===== src/rtl/mux_scan_ctrl.sv =====
// Round-robin select sequencer for a 4:1 mux stage.
// Steps {s1,s0} over channels 0..3, holds each channel for DWELL cycles so the
// mux output can settle, samples y on the last dwell cycle and publishes a
// 4-bit snapshot with a one-cycle done pulse after every full sweep.
// Handshake: start is a level sampled only in IDLE; busy is high for the whole
// sweep; done is a single-cycle pulse that coincides with the capture update.
module mux_scan_ctrl #(
    parameter int DWELL = 4
) (
    input  logic       clk,
    input  logic       rst,
    input  logic       start,
    input  logic       mode,
    input  logic       stop,
    input  logic       y,
    output logic       s1,
    output logic       s0,
    output logic       sample,
    output logic       busy,
    output logic       done,
    output logic [3:0] capture
);

    // Dwell counter is at least one bit wide so DWELL=1 still elaborates.
    localparam int CW = (DWELL > 2) ? $clog2(DWELL) : 1;
    localparam logic [CW-1:0] CNT_LAST = CW'(DWELL - 1);

    typedef enum logic {
        IDLE = 1'b0,
        SCAN = 1'b1
    } state_t;

    state_t      state;
    logic [1:0]  ch;
    logic [CW-1:0] cnt;
    logic [3:0]  shadow;
    logic        mode_l;
    logic        stop_req;
    logic        last_dwell;

    // Last cycle of the current channel's dwell window.
    assign last_dwell = (cnt == CNT_LAST);

    // Select lines, busy and sample all follow directly from registered state.
    always_comb begin
        s1     = ch[1];
        s0     = ch[0];
        busy   = (state == SCAN);
        sample = (state == SCAN) && last_dwell;
    end

    // Sweep FSM: channel stepping, y capture, sweep completion and stop handling.
    always_ff @(posedge clk) begin
        if (rst) begin
            state    <= IDLE;
            ch       <= 2'd0;
            cnt      <= '0;
            shadow   <= 4'd0;
            capture  <= 4'd0;
            done     <= 1'b0;
            mode_l   <= 1'b0;
            stop_req <= 1'b0;
        end else begin
            done <= 1'b0;
            case (state)
                IDLE: begin
                    // stop is meaningless here; only start is looked at.
                    if (start) begin
                        state    <= SCAN;
                        ch       <= 2'd0;
                        cnt      <= '0;
                        mode_l   <= mode;
                        stop_req <= 1'b0;
                    end
                end
                SCAN: begin
                    if (stop) begin
                        stop_req <= 1'b1;
                    end
                    if (last_dwell) begin
                        shadow[ch] <= y;
                        cnt        <= '0;
                        if (ch != 2'd3) begin
                            ch <= ch + 2'd1;
                        end else begin
                            // Final channel: y goes straight into the snapshot
                            // since shadow[3] is not yet updated this edge.
                            capture <= {y, shadow[2:0]};
                            done    <= 1'b1;
                            ch      <= 2'd0;
                            if (!(mode_l && !stop_req && !stop)) begin
                                state <= IDLE;
                            end
                        end
                    end else begin
                        cnt <= cnt + 1'b1;
                    end
                end
                default: begin
                    state <= IDLE;
                    ch    <= 2'd0;
                    cnt   <= '0;
                end
            endcase
        end
    end

endmodule


===== config.mk =====
export PLATFORM = sky130hd
export DESIGN_NAME = mux_scan_ctrl
export DESIGN_NICKNAME = d
export VERILOG_FILES = /design/src/rtl/mux_scan_ctrl.sv
export SDC_FILE = /design/constraint.sdc
export NUM_CORES = 1
export LEC_CHECK = 0
export ABC_AREA = 1
export CORE_MARGIN = 10
export CORE_UTILIZATION = 47
export CTS_CLUSTER_DIAMETER = 80
export DETAILED_ROUTE_END_ITERATION = 12
export PLACE_DENSITY = 0.75
export SYNTH_ARGS = -nofsm -noshare
export SYNTH_HDL_FRONTEND = slang
export SYNTH_SLANG_ARGS = --single-unit

===== constraint.sdc =====
create_clock -name clk -period 1.6 [get_ports clk]
set_clock_uncertainty 0.15 [all_clocks]
set_input_delay 0.48 -clock clk [delete_from_list [all_inputs] [get_ports clk]]
set_output_delay 0.48 -clock clk [all_outputs]
set_load 0.05 [all_outputs]

==> summary.md <==
| Metric | Value |
|---|---|
| Clock sink count | `15` |
| Lkg Pwr | `0.000491 µW` |
| Synth top area share | `42.5%` |
| RePlAce Congestion | `0.832` |
| Initial antenna violation count | `0` |
| Worst slew margin | `86.8%` |
| Fin crit period | `1770 ps` |
| DR vias/cell | `4.86` |
| Critical Path AT | `1140 ps` |
| Worst-Margin Slew | `198 ps` |
| Initial core utilization | `51.7%` |
| Final slew viol count | `0` |
| Clock slew at reported path FFs | `100 ps` |
| M3 GR Usage | `4.29%` |
| Share of cells above drive strength 1 | `24.6%` |
| Routed via count | `647` |
| Peak supply drop | `558 µV` |
| Kind of end point of the critical path | `output port` |
| Max-cap viol count | `0` |
| Die height | `58.8 µm` |
| I/O Pins | `15` |
| Port Buffers | `14` |
| Total CTS buffers | `3` |
| Met1 Track Usage GR | `8.87%` |
| GR Util met2 | `15.9%` |
| Iteration-0 DRC Markers | `11` |
| Total power | `701 µW` |
| CTS root buffer | `clkbuf_4` |
| Final setup vio count | `1` |
| Worst skew pair latency | `300 ps` |
| CP required | `970 ps` |
| DIE AREA | `0.00346 mm²` |
| CTS max path bufs | `2` |
| DRT antenna net count | `0` |
| H-tree depth | `1` |
| Cell Rows | `13` |
| Sequential-to-total area share from yosys stat | `42.5%` |
| Crit path cell chain | `ha_4, nand2_4, clkinvlp_4, buf_12` |
| Layout area overhead | `45.8%` |
| Failing checks | `negative setup slack` |
| Gr ovfl total | `0` |
| Maximum number of pins on one net before global-route repair | `11` |
| Hold Vio Cnt, Final | `0` |
| HPWL after DPL | `1.09 mm` |
| Core area | `0.00137 mm²` |
| Vias in the first global route | `617` |
| Hold Path Class | `flip-flop to flip-flop` |
| Mean Syn Cell Area | `7.29 µm²` |
| Die W | `58.8 µm` |
| CP max FO | `3` |
| Slowest stage delay, CP | `350 ps` |
| Pwr per Cell Area | `680 mW/mm²` |
| Top post-synthesis cells by area | `dfxtp_1, nand2_1, ha_1` |
| Cell variety after synth | `15` |
| Yosys reg bits | `15` |
| Post-route worst setup slack | `-169 ps` |
| Highest clock rate | `0.565 GHz` |
| Layout fillers | `99` |
| CP max stage cell | `dfxtp_2` |
| Crit path kind | `flip-flop to output port` |
| Post-synth top area cell | `dfxtp_1` |
| # hold bufs at CTS | `0` |
| Syn. warnings | `0` |
| Final Non-Filler Cells | `133` |
| Status | `complete, but fails checks` |
| Post-place setup slack | `59.1 ps` |
| Synthesized area | `707 µm²` |
| Placed insts | `127` |
| Total wire length | `1.50 mm` |
| Busiest grt layer | `met2` |
| TritonRoute pass-1 iters | `5` |
| Period utilization | `111%` |
| DRC | `0` |
| CP Launch Type | `flip-flop` |
| GRT Util Overall | `9.17%` |
| Layout Nets | `130` |
| Synthesized instance count | `97` |
| Avg WL per Cell | `11.3 µm` |
| RSZ-0062 raised after global routing | `true` |
| First-pass GRT wire length | `2.55 mm` |
| CTS tree | `built` |
| Syn_nets | `108` |
| ANT cells | `0` |
[sequential cells by signal (all words and copies together), names as in the netlist]
| signal | cells |
|---|---|
| mode_l | 1 |
| capture | 4 |
| cnt | 2 |
| ch | 2 |
| done | 1 |
| shadow | 3 |
| stop_req | 1 |
| busy | 1 |
[worst max-delay path, delay by kind of cell (launching register included)]
kind | cells | cell delay (ps)
simple gates | 1 | 70
buf+inv | 2 | 250
flops | 1 | 350
fa+ha+maj | 1 | 160
[timing repair]
action | CTS | global route
pin swaps | 1 | 0
setup endpoints to repair | 1 | 2
buffers inserted | 1 | 1
resized for setup | 4 | 1
[cell usage in the layout, fill, tap and decap left out, drive strengths merged]
| master | n |
|---|---|
| buf | 14 |
| a21oi | 7 |
| clkdlybuf4s50 | 5 |
| nor2 | 16 |
| clkinvlp | 2 |
| o21ai | 1 |
| dfxtp | 15 |
| nand3 | 8 |
| nand3b | 1 |
| or2 | 1 |
| inv | 15 |
| clkbuf | 3 |
| nand2 | 25 |
| ha | 5 |
[cells by family after synthesis]
| group | synth area share, % |
|---|---|
| fa+ha+maj | 8.85 |
| compound gates | 5.66 |
| buf+inv | 11.2 |
| flops | 42.5 |
| simple gates | 31.9 |
[synth_stat cells]
| cell type | number |
|---|---|
| nand2_1 | 23 |
| nor2_1 | 16 |
| dfxtp_1 | 15 |
| inv_1 | 14 |
| a21oi_1 | 7 |
| nand3_1 | 7 |
| ha_1 | 5 |
| inv_2 | 2 |
| nand2_2 | 2 |
| buf_4 | 1 |
| buf_6 | 1 |
| nand3_4 | 1 |
| nand3b_1 | 1 |
| o21ai_0 | 1 |
| or2_0 | 1 |
[power by group]
part / leakage [µW] / internal (µW) / total [µW] / switching (µW)
registers: 0.000123 / 383 / 391 / 8.41
clock network: 0.0000139 / 95.2 / 231 / 136
logic: 0.000354 / 39.4 / 79.4 / 40.0
[cell type report]
type                    instances  area (µm²)  share of cell area (%)
repair buffers                 19         268                    26.0
inverters                      16        63.8                    6.19
clock inverters                 1        7.51                   0.728
flip-flops and latches         15         305                    29.6
multi-input cells              64         345                    33.5
clock buffers                   3        22.5                    2.18
well taps                      15        18.8                    1.82
[path summary, 6_finish.rpt]
path / start / end / slack (ps) / depth (start not counted)
min reg2reg: mode_l / mode_l / 320 / 2
max reg2reg: ch[0] / ch[1] / 340 / 4
max: cnt[1] / sample / -170 / 4
min: mode_l / mode_l / 320 / 2
[metal layers]
layer  up-vias  share of wire (%)
li1        338                  -
met3         6                6.6
met1       287                 41
met5         -                  0
met4         0                2.5
met2        16                 50
[metrics by stage]
step	setup TNS (ps)	cell area, µm²	utilization [%]	hold slack (ps)
2_1_floorplan	0	717	-	278
4_1_cts	-174	1020	74.8	318
3_5_place_dp	0	970	71.0	303
3_3_place_gp	0	970	71.0	291
6_report	-169	1030	75.5	317
5_1_grt	-204	1030	75.5	344
No activity file was read; power rests on OpenSTA's default activity.
